--- src/rtl/rr_arbiter_seq.sv ---
// Registered round-robin arbiter for N requesters with optional per-grant hold limit,
// software-loadable rotating priority pointer and a registered request popcount.
module rr_arbiter_seq #(
    parameter int N        = 8,
    parameter int HOLD_MAX = 0,
    parameter int IW       = (N > 1) ? $clog2(N) : 1,
    parameter int CW       = $clog2(N + 1)
) (
    input  logic          clk_i,
    input  logic          rst_i,
    input  logic [N-1:0]  reqs_i,
    input  logic          ptr_load_i,
    input  logic [IW-1:0] ptr_i,
    output logic [N-1:0]  grants_o,
    output logic [IW-1:0] grant_idx_o,
    output logic          any_grant_o,
    output logic [CW-1:0] cnt_o,
    output logic [IW-1:0] ptr_o
);

    localparam int HW = (HOLD_MAX > 0) ? $clog2(HOLD_MAX + 1) : 1;
    // With HOLD_MAX == 0 the limit is never consulted, so any non-zero value keeps the compare honest.
    localparam logic [HW-1:0] HOLD_LIM = HW'((HOLD_MAX > 0) ? HOLD_MAX : 1);

    typedef enum logic [0:0] {
        ST_IDLE  = 1'b0,
        ST_GRANT = 1'b1
    } state_t;

    state_t        state_r, state_s;
    logic [N-1:0]  grants_r, grants_s;
    logic [IW-1:0] grant_idx_r, grant_idx_s;
    logic          any_grant_r, any_grant_s;
    logic [CW-1:0] cnt_r;
    logic [IW-1:0] ptr_r, ptr_s;
    logic [HW-1:0] hold_r, hold_s;
    logic [IW:0]   idle_pick_s, rel_pick_s;
    logic [IW-1:0] rel_ptr_s;
    logic          hold_done_s, keep_s, release_s;

    // First set bit of req scanning start, start+1, .., N-1, 0, .., start-1; MSB = found.
    function automatic logic [IW:0] rr_pick(input logic [N-1:0] req, input logic [IW-1:0] start);
        logic          found;
        logic [IW-1:0] win;
        int            idx;
        found = 1'b0;
        win   = '0;
        for (int off = 0; off < N; off++) begin
            idx = int'(start) + off;
            if (idx >= N) begin
                idx = idx - N;
            end
            if (!found && req[idx]) begin
                found = 1'b1;
                win   = IW'(idx);
            end
        end
        return {found, win};
    endfunction

    function automatic logic [CW-1:0] popcount(input logic [N-1:0] v);
        logic [CW-1:0] c;
        c = '0;
        for (int k = 0; k < N; k++) begin
            c = c + CW'(v[k]);
        end
        return c;
    endfunction

    assign rel_ptr_s   = (grant_idx_r == IW'(N - 1)) ? '0 : grant_idx_r + IW'(1);
    assign idle_pick_s = rr_pick(reqs_i, ptr_r);
    assign rel_pick_s  = rr_pick(reqs_i & ~grants_r, rel_ptr_s);
    assign hold_done_s = (HOLD_MAX != 0) && (hold_r == HOLD_LIM);
    assign keep_s      = (|(reqs_i & grants_r)) && !hold_done_s;

    // Next-state, winner selection and hold counter update.
    always_comb begin
        state_s     = state_r;
        grant_idx_s = grant_idx_r;
        hold_s      = hold_r;
        release_s   = 1'b0;
        case (state_r)
            ST_IDLE: begin
                if (idle_pick_s[IW]) begin
                    state_s     = ST_GRANT;
                    grant_idx_s = idle_pick_s[IW-1:0];
                    hold_s      = HW'(1);
                end else begin
                    state_s     = ST_IDLE;
                    grant_idx_s = '0;
                    hold_s      = '0;
                end
            end
            ST_GRANT: begin
                if (keep_s) begin
                    hold_s = hold_r + HW'(1);
                end else begin
                    release_s = 1'b1;
                    // Hand over without a bubble when anyone other than the old winner is waiting.
                    if (rel_pick_s[IW]) begin
                        grant_idx_s = rel_pick_s[IW-1:0];
                        hold_s      = HW'(1);
                    end else begin
                        state_s     = ST_IDLE;
                        grant_idx_s = '0;
                        hold_s      = '0;
                    end
                end
            end
            default: begin
                state_s     = ST_IDLE;
                grant_idx_s = '0;
                hold_s      = '0;
            end
        endcase
    end

    // Pointer update: a software load takes precedence over the release rotation.
    always_comb begin
        ptr_s = ptr_r;
        if (ptr_load_i) begin
            ptr_s = (int'(ptr_i) < N) ? ptr_i : '0;
        end else if (release_s) begin
            ptr_s = rel_ptr_s;
        end else begin
            ptr_s = ptr_r;
        end
    end

    // One-hot grant vector derived from the next winner.
    always_comb begin
        grants_s = '0;
        for (int k = 0; k < N; k++) begin
            grants_s[k] = (state_s == ST_GRANT) && (grant_idx_s == IW'(k));
        end
        any_grant_s = (state_s == ST_GRANT);
    end

    // State and output registers with synchronous reset.
    always_ff @(posedge clk_i) begin
        if (rst_i) begin
            state_r     <= ST_IDLE;
            grants_r    <= '0;
            grant_idx_r <= '0;
            any_grant_r <= 1'b0;
            cnt_r       <= '0;
            ptr_r       <= '0;
            hold_r      <= '0;
        end else begin
            state_r     <= state_s;
            grants_r    <= grants_s;
            grant_idx_r <= grant_idx_s;
            any_grant_r <= any_grant_s;
            cnt_r       <= popcount(reqs_i);
            ptr_r       <= ptr_s;
            hold_r      <= hold_s;
        end
    end

    assign grants_o    = grants_r;
    assign grant_idx_o = grant_idx_r;
    assign any_grant_o = any_grant_r;
    assign cnt_o       = cnt_r;
    assign ptr_o       = ptr_r;

endmodule

--- config.mk ---
export PLATFORM = sky130hd
export DESIGN_NAME = rr_arbiter_seq
export DESIGN_NICKNAME = d
export VERILOG_FILES = /design/src/rtl/rr_arbiter_seq.sv
export SDC_FILE = /design/constraint.sdc
export NUM_CORES = 1
export LEC_CHECK = 0
export ABC_AREA = 1
export CAP_MARGIN = 20
export CORE_MARGIN = 2
export CORE_UTILIZATION = 51
export DETAILED_ROUTE_END_ITERATION = 7
export GPL_ROUTABILITY_DRIVEN = 1
export HOLD_SLACK_MARGIN = 0.15
export PLACE_DENSITY_LB_ADDON = 0.3
export SETUP_SLACK_MARGIN = 0.5
export SYNTH_ARGS = -nofsm -noshare
export SYNTH_HDL_FRONTEND = slang
export SYNTH_SLANG_ARGS = --single-unit
--- constraint.sdc ---
create_clock -name clk_i -period 2.95 [get_ports clk_i]
set_clock_uncertainty 0.2 [all_clocks]
set_input_delay 0.295 -clock clk_i [delete_from_list [all_inputs] [get_ports clk_i]]
set_output_delay 0.295 -clock clk_i [all_outputs]
set_load 0.01 [all_outputs]
==> results summary, run 1 <==
For this configuration, the core starts out at a cell density of 0.527. The final wirelength is 9590 µm. The number of DRC violations after detailed-routing iteration 0 is 389.

The final design utilization came out at 0.811. The peak per-stage delay on the critical path came out at 370 ps. The number of synthesized flops with an enable pin is 0. The type of the setup path with the least slack is reg -> reg. The total overflow left after global routing is 0.

The worst min-delay path startpoint is ptr_i[0]. The via density per instance is 5.76. The floorplan step defined a die boundary enclosing 5450 µm². Synthesis produced a netlist with a net count of 429. The minimum setup slack in the final design is -99.7 ps.

The mapped netlist covers 2490 µm². In the final layout, flip-flops and latches occupy 393 µm². The final-report hold violation count is 0. The number of warnings reported in the yosys synthesis log is 0.

The insertion delay to the later sink of the worst-skew pair is 260 ps. The initial antenna violation count is 0. The checks that failed: negative setup slack. The average detailed-routed wire length per instance came out at 17.3 µm. The synthesis-to-layout area growth came out at 53.9%.

The max-capacitance violation count came out at 0. In this run the clock root is driven by a clkbuf_8. The filler cells instantiated in the layout total 277. The number of global-route vias before repair came out at 2751. The power density over the cells is 1180 nW/µm². The slack of the worst reg-to-reg path came out at -100 ps. The number of different library cells in the post-synthesis netlist is 40.

The DRC violation count after routing came out at 0. The final net count is 516. Routability-driven placement finished with a final weighted congestion of 0.927. The critical path goes through buf_4 > ha_4 > clkinv_8 > nand2_4 > nand2_8 > nand2_4 > nand3_4 > nand2_4 > nand3_4 > nor3_4 > nand4_2 > nor2_1 > nor2_1 > nand2_2 > nand2_2 > a21oi_4 > nand2_2 > nor2_2. The share of the Yosys chip area taken by registers is 0.153. The critical path starts at grant_idx_o[1]$_SDFF_PP0_. The timing-limited maximum frequency came out at 328 MHz. The run finished, with violations left.

The actual slew at the worst max-slew pin is 444 ps. The worst max-slew margin expressed relative to the limit came out at 0.704. The first global-routing pass estimated 12400 µm of wire. The maximum number of pins on one net before global-route repair is 22.

The number of port buffers is 32. Counting I/O delays and the setup requirement, the final critical path takes 3050 ps. The setup violation total in the final timing report came out at 10. Counting every sink on the clock net gives 19.

Once detailed placement completed, the half-perimeter wirelength came to 5690 µm. The slowest stage of the critical path is the dfxtp_4 cell. The initialized floorplan defines 25 standard-cell rows. The final worst hold slack is 420 ps. The type of element launching the critical path is a flop.

After technology mapping, the gate count stands at 403. TritonCTS built the clock tree. CTS built an H-tree with a depth of 1. The count of vias placed by the detailed router is 3201. The share of the clock period used by the worst path is 1.03. The number of I/O pins is 33. The worst setup path is captured at a flop. The primary flip-flop cell chosen by synthesis mapping is dfxtp_1. The startpoint identified for the worst register-to-register timing path is grant_idx_o[1]$_SDFF_PP0_.

The largest fanout on the critical path came out at 6. The area taken by multi-input logic gates came out at 2230 µm². After clock tree synthesis, the clock-pin slew on the worst setup and hold paths is 70 ps. Setup repair after global routing could not meet its margin everywhere.

The layout cell share with drive strength beyond 1 is 0.370. The first-pass detailed-route iteration total is 5. The synthesized design contains 19 register bits. The number of buffers on the longest clock path came out at 2. The core area is 4720 µm². The number of CTS-inserted buffers is 3. The buffering stage count on the worst path with inverters included came out at 2. In this run the static leakage power is 1.83 nW.

The share of synthesized flip-flops with an asynchronous set or reset came out at 0. The floorplan step set the die width to 73.9 µm. The data required time at the worst endpoint came out at 2950 ps. The worst voltage drop across the vdd grid is 0.000796 V. The type of the tightest min-delay check is in -> reg.

The antenna diode count came out at 0. The detail route stage leaves a number of antenna-violating nets equal to 0. The cell class contributing the biggest share of worst-path delay is simple AND/OR/NAND/NOR gates. The vertical die dimension came out at 73.9 µm.

The max-slew violation count is 0. The data arrival time of the critical path is 3050 ps. The average instance area after synthesis came out at 6.18 µm². The total routing resource utilization after global routing came out at 0.293. Before CTS, the worst setup slack after placement is -533 ps.
metal layers:
layer | track usage | up-vias | part of all wire
met2 | 0.515 | 205 | 0.49
met1 | 0.391 | 1493 | 0.38
met3 | 0.0165 | 54 | 0.077
met4 | 0.0687 | 0 | 0.044
li1 | - | 1449 | -
met5 | 0 | - | 0
worst paths after layout:
kind,depth (start not counted),endpoint
setup / recovery,18,grants_o[4]$_SDFF_PP0_
hold / removal,3,ptr_o[0]$_SDFFE_PP0P_
setup reg to reg,18,grants_o[4]$_SDFF_PP0_
hold reg to reg,2,ptr_o[2]$_SDFFE_PP0P_
through the flow:
stage | total power [mW] | setup TNS (ps) | cells | cell area (µm²)
6_report | 4.54 | -749 | 556 | 3830
3_3_place_gp | 3.08 | -1410 | 518 | 3130
2_1_floorplan | 2.43 | 0 | 403 | 2620
5_1_grt | 4.77 | -1540 | 556 | 3830
3_5_place_dp | 3.14 | -2050 | 518 | 3130
4_1_cts | 3.83 | 0 | 542 | 3530
worst reg2reg max path, stage by stage (launching register included):
cell and delay, ps:
dfxtp_4 370, buf_4 140, ha_4 350, clkinv_8 100
nand2_4 120, nand2_8 80, nand2_4 90, nand3_4 90
nand2_4 110, nand3_4 110, nor3_4 280, nand4_2 190
nor2_1 180, nor2_1 70, nand2_2 80, nand2_2 80
a21oi_4 160, nand2_2 80, nor2_2 110
where the power goes:
group | switching, mW | internal, mW | leakage, nW | total, mW
combinational | 2.33 | 1.60 | 1.65 | 3.94
clock | 0.0921 | 0.0942 | 0.0255 | 0.186
sequential | 0.0832 | 0.330 | 0.158 | 0.414
total | 2.51 | 2.03 | 1.83 | 4.54
logic make-up after synthesis:
logic type | after synthesis | synth area share
buf+inv | 69 | 0.120
xor+xnor | 7 | 0.0337
flops | 19 | 0.153
fa+ha+maj | 12 | 0.0724
compound gates | 41 | 0.102
simple gates | 255 | 0.519
area by class of cell:
type,count,area share
multi-input combinational,315,0.582
timing repair buffer,90,0.218
sequential,19,0.103
inverter,61,0.0637
tap,67,0.0219
clock buffer,3,0.0108
clock inverter,1,0.00131
sequential cells by signal (all words and copies together) (netlist names):
name	count
grants_o	8
ptr_o	3
cnt_o	4
any_grant_o	1
grant_idx_o	3
placed cells by master, fill, tap and decap left out, drive strengths merged, types with 2 or more instances in the layout:
cell           Yosys  routed
fa                 4       4
dfxtp             19      19
o211ai             4       4
buf                7      61
a21oi              6       6
o21ai             23      23
nand2            145     145
nand4             10      10
nand3b             3       3
clkinv             0       2
nor3               3       3
clkdlybuf4s50      0      28
a31oi              3       3
xor2               7       7
clkbuf             1       3
nand3             46      46
inv               61      60
o22ai              4       4
nor2              45      45
ha                 8       8
what timing repair did:
item / CTS / global route
pin swaps: 51 / 30
gates resized for setup: 65 / 41
hold buffers: 0 / 0
buffers inserted: 20 / 14
setup endpoints to repair: 15 / 16
cell usage after synthesis, drive strengths merged, types with 6 or more instances:
| cell | count | area share |
|---|---|---|
| a21oi | 6 | 0.020 |
| dfxtp | 19 | 0.15 |
| nand2 | 145 | 0.26 |
| nor2 | 45 | 0.082 |
| buf | 7 | 0.026 |
| xor2 | 7 | 0.034 |
| ha | 8 | 0.040 |
| inv | 61 | 0.093 |
| nand4 | 10 | 0.033 |
| o21ai | 23 | 0.049 |
| nand3 | 46 | 0.12 |
Note: power is estimated with default switching activity, not from simulation.
==> inputs of run 2 (changes only) <==
--- a/config.mk
+++ b/config.mk
@@ -8,11 +8,13 @@
 export ABC_AREA = 1
 export CAP_MARGIN = 20
 export CORE_MARGIN = 2
-export CORE_UTILIZATION = 51
+export CORE_UTILIZATION = 41
 export DETAILED_ROUTE_END_ITERATION = 7
 export GPL_ROUTABILITY_DRIVEN = 1
 export HOLD_SLACK_MARGIN = 0.15
+export MAX_ROUTING_LAYER = met4
 export PLACE_DENSITY_LB_ADDON = 0.3
+export REMOVE_ABC_BUFFERS = 1
 export SETUP_SLACK_MARGIN = 0.5
 export SYNTH_ARGS = -nofsm -noshare
 export SYNTH_HDL_FRONTEND = slang
==> run 2 against run 1 <==
  * The flow now finishes without violations
  * Flip-flop and latch count unchanged
  * Clock-buffer cell count up 1
  * Largest cell class unchanged
  * Critical path depth up 2
  * Cell count up 0.54%
  * Highest routed layer unchanged
  * Critical endpoint is now grant_idx_o[1]$_SDFF_PP0_
  * First-iteration DRC count down 47%
  * Total power down 8.0%
  * Die area up 23%
==> results summary, run 2 (synthesis results as in run 1) <==
The run finished with clean final reports. The chip width came out at 81.9 µm (+11%). The worst setup slack before clock tree synthesis is -521 ps (+11.2 ps).

The initial standard-cell utilization of the core came out at 0.423 (-0.104). The average detailed-routed wire length per instance came out at 13.8 µm (-20%). The cell area after placement is 3110 µm² (-0.56%).

The startpoint identified for the worst register-to-register timing path is grant_idx_o[0]$_SDFF_PP0_. The minimum setup slack in the final design is 27.0 ps (+127 ps). The data arrival time of the critical path came to 2860 ps (-190 ps). The number of port buffers is 32 (unchanged). The floorplan row count came out at 28 (+12%). The remaining number of nets flagged by the antenna check after routing came to 0 (unchanged).

The total half-perimeter wirelength after legalization and detailed placement is 5910 µm (+3.8%). The number of buffers on the longest clock path is 2 (unchanged). The wire length of the first global-routing pass came to 12400 µm (-0.33%). The via density per instance is 5.11 (-11%). The total routing resource utilization after global routing came out at 0.244 (-0.0485). The total number of clock tree sinks came out at 19 (unchanged). The synthesis-to-layout area growth is 44.7%. The total global routing overflow came out at 0 (unchanged). The worst voltage drop across the vdd grid is 0.000714 V (-10%).

The max-slew violation count is 0 (unchanged). The layout filler cell count came out at 514 (+86%). The share of the clock period used by the worst path came to 0.991 (-0.0430). The number of I/O pins is 33 (unchanged). The H-tree depth came out at 1 (unchanged). The DRC violation count after routing was 0 (unchanged). The non-filler instance count after layout is 559 (+0.54%). STA classifies the critical path endpoint as a flop. In the layout the commonest cells are 102 x nand2_1, 53 x inv_1, 43 x buf_4. The register clock-pin slew on the reported worst setup and hold paths came to 70 ps (about the same). The core area is 5890 µm² (+25%). The final weighted congestion in routability-driven placement came out at 0.919 (-0.87%).

The insertion delay to the later sink of the worst-skew pair came to 260 ps (about the same). The power density over the cells came to 1160 nW/µm² (-2.2%). The final net count came out at 511 (-0.97%). The layout cell share with drive strength beyond 1 is 0.347 (-0.0230). The first-pass detailed-route iteration total is 4 (-1). The cell chosen for the clock root is clkbuf_8.

The final wirelength came out at 7700 µm (-20%). The maximum number of pins on one net before global-route repair came out at 22 (unchanged). The finished layout cell area is 3600 µm² (-5.9%). The setup violation total in the final timing report is 0 (-10). Setup repair after global routing could not meet its margin everywhere. The worst min-delay path startpoint is ptr_i[1]. The largest fanout on the critical path is 8 (+2). The number of CTS-inserted buffers came out at 3 (unchanged). The actual slew at the worst max-slew pin came out at 449 ps (+5.55 ps). The path class of the tightest hold or removal check is in -> reg.

The max-capacitance violation count came to 0 (unchanged). The initial antenna violation count is 0 (unchanged). The placed instance count came out at 539 (+4.1%). The data required time at the worst endpoint is 2890 ps (-60 ps).

TritonCTS built the clock tree. The count of vias placed by the detailed router was 2856 (-11%). The final-report hold violation count came out at 0 (unchanged).

The worst setup path is of the reg -> reg kind. The flip-flop count of the largest register after layout came out at 8 (unchanged). The leakage power came to 1.75 nW (-4.2%). The timing-limited maximum frequency is 342 MHz (+4.3%). The number of DRC violations after detailed-routing iteration 0 came to 207 (-47%). The post-cts hold buffer count came out at 0 (unchanged). Leaving out fill and tap cells, the most frequent cell in the layout is nand2_1. The antenna diode count came out at 0 (unchanged). The number of global-route vias before repair came out at 2726 (-0.91%). The worst setup path is launched from a flop. The final period demand of the worst path is 2920 ps (-127 ps). The overall die area came out at 6710 µm² (+23%). The vertical die dimension came out at 81.9 µm (+11%).

Tracing the worst setup path back leads to its startpoint at grant_idx_o[0]$_SDFF_PP0_. The worst max-slew margin expressed relative to the limit came out at 0.700 (-0.00371).
run 2: layout make-up:
type,instances,area (µm²),share of cell area
inverters,61,231,0.0643
repair buffers,85,769,0.214
flip-flops and latches,19,385,0.107
clock buffers,4,45.0,0.0125
well taps,75,93.8,0.0261
multi-input cells,315,2080,0.577
run 2: repair_timing:
action	4_1_cts	5_1_grt
setup buffers	9	7
endpoints found under the hold margin	0	0
endpoints found under the setup margin	15	16
pin swaps	43	32
resized for setup	66	31
run 2: path summary, 6_finish.rpt:
path | to | slack [ps] | cells past startpoint
worst max-delay path | grant_idx_o[1]$_SDFF_PP0_ | 30 | 20
worst min-delay path | ptr_o[1]$_SDFFE_PP0P_ | 410 | 3
worst max register to register | grant_idx_o[1]$_SDFF_PP0_ | 30 | 20
worst min register to register | ptr_o[1]$_SDFFE_PP0P_ | 480 | 3
run 2: per-stage QoR:
stage | util | power [mW] | hold slack, ps | setup TNS [ps]
2_1_floorplan | - | 2.26 | 162 | 0
3_3_place_gp | 0.529 | 3.16 | 458 | -1460
3_5_place_dp | 0.529 | 3.20 | 468 | -2300
4_1_cts | 0.584 | 3.86 | 412 | 0
5_1_grt | 0.612 | 4.52 | 428 | -1000
6_report | 0.612 | 4.17 | 413 | 0
run 2: power by group:
part,internal (mW),switching [mW],total [mW]
Clock,0.0961,0.0861,0.182
Combinational,1.52,2.07,3.59
Sequential,0.328,0.0742,0.402
run 2: worst max-delay path: stages, from the launching register on:
cell and delay, ps:
dfxtp_4 380, ha_4 160, ha_4 150, nor2_4 40, buf_12 130, buf_8 120
nand2_2 60, nand2_2 60, nand2_2 90, nand3_2 90, nand2_4 90, nand3_4 110
nor3_4 230, nand4_2 160, nor2_1 150, nor2_1 70, nand2_2 80, nand2_4 60
a21oi_4 200, buf_6 120, nor2_1 30
run 2: layer usage:
layer / track usage / vias up / wire length, µm
li1: - / 1450 / -
met4: 0.0467 / 0 / 41
met3: 0.0363 / 6 / 449
met5: - / - / 0
met1: 0.326 / 1320 / 3630
met2: 0.394 / 80 / 3570
==> inputs of run 3 (changes only) <==
--- a/config.mk
+++ b/config.mk
@@ -11,9 +11,11 @@
 export CORE_UTILIZATION = 41
 export DETAILED_ROUTE_END_ITERATION = 7
 export GPL_ROUTABILITY_DRIVEN = 1
+export GPL_TIMING_DRIVEN = 0
 export HOLD_SLACK_MARGIN = 0.15
 export MAX_ROUTING_LAYER = met4
 export PLACE_DENSITY_LB_ADDON = 0.3
+export RECOVER_POWER = 25
 export REMOVE_ABC_BUFFERS = 1
 export SETUP_SLACK_MARGIN = 0.5
 export SYNTH_ARGS = -nofsm -noshare
==> run 3 against run 2 <==
  * The run now ends with negative setup slack left
  * Total power shrank 4.9%
  * Global-route usage shrank 0.99 points
  * Sequential power is essentially flat
  * Worst hold slack gained 5.3 ps
  * Core utilization shrank 1.1 points
  * Flip-flop and latch count is the same
  * Highest routed layer unchanged
==> results summary, run 3 (synthesis results as in run 1) <==
The non-filler instance count after layout is 546 (-2.3%). The H-tree depth came out at 1 (unchanged). In this run the clock root is driven by a clkbuf_8. The final period demand of the worst path is 2970 ps (+44.2 ps). The vertical die dimension is 81.9 µm (unchanged).

Leaving out fill and tap cells, the most frequent cells in the layout are 107 x nand2_1, 49 x inv_1, 35 x nor2_1. The wire length of the first global-routing pass is 12100 µm (-2.8%). The flip-flop count of the largest register after layout is 8 (unchanged).

The number of global-route vias before repair was 2603 (-4.5%). The number of DRC violations after detailed-routing iteration 0 is 247 (+19%). The largest fanout on the critical path is 7 (-1). For this design, the slowest cell found on the critical path is dfxtp_4. The minimum setup slack in the final design came out at -17.2 ps (-44.2 ps). The initial antenna violation count is 0 (unchanged). The layout cell share with drive strength beyond 1 came out at 0.327 (-0.0201). The final design utilization was 0.601 (-0.0115). The placed instance count came out at 502 (-6.9%). The final-report hold violation count is 0 (unchanged). The floorplan row count is 28 (unchanged). The timing-limited maximum frequency is 337 MHz (-1.5%). The remaining number of nets flagged by the antenna check after routing came out at 0 (unchanged). The register area came to 395 µm² (+2.6%).

The antenna diode count came out at 0 (unchanged). The power density over the cells came out at 1120 nW/µm² (-3.1%). The final worst hold slack is 419 ps (+5.32 ps). The layout filler cell count is 510 (-0.78%). The register clock-pin slew on the reported worst setup and hold paths came out at 80 ps (about the same). The DRC violation count after routing was 0 (unchanged). The total half-perimeter wirelength after legalization and detailed placement is 5160 µm (-13%).

The final weighted congestion in routability-driven placement is 0.871 (-5.2%). TritonCTS built the clock tree. Setup repair after global routing could not meet its margin everywhere. The critical path goes through ha_4 > ha_4 > nor2_4 > buf_4 > nand2_2 > nand2_4 > nand3_2 > nand3_2 > nand2_4 > nor3_4 > nand4_4 > nor2_1 > nor2_1 > nand2_2 > nand2_4 > a21oi_4 > nand2_2 > nor2_1. The count of vias placed by the detailed router was 2856 (unchanged).

The overall die area is 6710 µm² (unchanged). The number of CTS-inserted buffers is 3 (unchanged). The number of buffers on the longest clock path came out at 2 (unchanged). The data arrival time of the critical path is 2950 ps (+90 ps). The critical path is of the reg -> reg type. The worst max-slew margin expressed relative to the limit is 0.675 (-0.0252). The number of cells traversed by the worst hold path is 3 (unchanged).

The final reports fail on negative setup slack. The initial standard-cell utilization of the core came out at 0.423 (unchanged). The post-route total power was 3.97 mW (-4.9%).

The most common cell after layout, fill and taps aside is nand2_1. The chip width came out at 81.9 µm (unchanged). The number of I/O pins was 33 (unchanged). The average detailed-routed wire length per instance is 14.4 µm (+4.6%).

The setup violation total in the final timing report came out at 3 (+3). The total global routing overflow is 0 (unchanged). The total routing resource utilization after global routing came out at 0.234 (-0.00990). The type of the tightest min-delay check is in -> reg.

The maximum number of pins on one net before global-route repair is 12 (-45%). The core area came out at 5890 µm² (unchanged). The share of the clock period used by the worst path is 1.01 (+0.0150). The worst reg-to-reg path cell count came out at 18 (-10%). The first-pass detailed-route iteration total is 5 (+1).

The actual slew at the worst max-slew pin is 487 ps (+37.8 ps). The peak per-stage delay on the critical path is 370 ps (about the same). The insertion delay to the later sink of the worst-skew pair came to 250 ps (about the same).

The max-capacitance violation count came to 0 (unchanged). The flow ran to the end, but the final reports show violations. The total number of clock tree sinks is 19 (unchanged). The via density per instance is 5.23 (+2.4%). STA classifies the critical path startpoint as a flop. The post-cts hold buffer count came out at 0 (unchanged). The worst setup path is captured at a flop. The synthesis-to-layout area growth came out at 42.0%. The final net count came out at 498 (-2.5%). The number of port buffers is 32 (unchanged). The leakage power came out at 1.71 nW (-2.3%). The data required time at the worst endpoint was 2930 ps (+40 ps).

The worst voltage drop across the vdd grid is 0.000681 V (-4.7%). The area taken by multi-input logic gates came out at 2090 µm² (+0.54%). The max-slew violation count came out at 0 (unchanged). The final wirelength came out at 7860 µm (+2.1%).
[run 3: changes by cell type in the layout (fill, tap and decap cells not counted), moves of 3 or more]
cell / previous run / this run
nand2_1: 102 / 107
clkdlybuf4s50_1: 29 / 21
nand3_1: 24 / 27
nand2_2: 30 / 26
buf_4: 43 / 30
inv_1: 53 / 49
dlygate4sd3_1: 0 / 6
dfxtp_4: 1 / 4
[run 3: metal layers]
| layer | GRT usage | wire, µm | vias to the layer above |
|---|---|---|---|
| met1 | 0.313 | 3560 | 1333 |
| met2 | 0.396 | 3830 | 94 |
| li1 | - | - | 1421 |
| met3 | 0.0143 | 384 | 8 |
| met4 | 0.0400 | 85 | 0 |
| met5 | - | 0 | - |
[run 3: critical path, delay by kind of cell (launching register included)]
family	cells	cell delay [ps]
AOI/OAI and AO/OA	1	160
adders and majority gates	2	360
buffers and inverters	1	130
DFF	1	370
and+or+nand+nor	14	1680
[run 3: final cells by class]
class                      count  share of cell area
clock inverter                 1             0.00142
tap                           75              0.0265
multi-input combinational    316               0.591
clock buffer                   3              0.0117
inverter                      61              0.0673
timing repair buffer          71               0.190
sequential                    19               0.112
[run 3: repair_timing]
| item | CTS | global route |
|---|---|---|
| buffers inserted | 27 | 12 |
| gates resized for setup | 60 | 45 |
| pin swaps | 29 | 32 |
| endpoints found under the setup margin | 16 | 19 |
| gates cloned | 1 | 0 |
[run 3: through the flow]
stage / TNS (ps) / worst slack [ps] / cell area (µm²)
2_1_floorplan: 0 / 13.3 / 2420
3_3_place_gp: -5510 / -610 / 2840
3_5_place_dp: -5830 / -609 / 2840
4_1_cts: 0 / 81.9 / 3270
5_1_grt: -1540 / -185 / 3530
6_report: -28.4 / -17.2 / 3530
[run 3: path summary, 6_finish.rpt]
path	start	slack (ps)	end
worst min register to register	ptr_o[2]$_SDFFE_PP0P_	490	ptr_o[2]$_SDFFE_PP0P_
worst min-delay path	ptr_i[1]	420	ptr_o[1]$_SDFFE_PP0P_
worst max-delay path	grant_idx_o[0]$_SDFF_PP0_	-20	grants_o[4]$_SDFF_PP0_
worst max register to register	grant_idx_o[0]$_SDFF_PP0_	-20	grants_o[4]$_SDFF_PP0_
[run 3: power by group]
group          switching, mW  internal, mW  leakage (nW)
clock                 0.0858        0.0937        0.0255
sequential            0.0702         0.330         0.159
combinational           2.05          1.33          1.53
total                   2.21          1.76          1.71
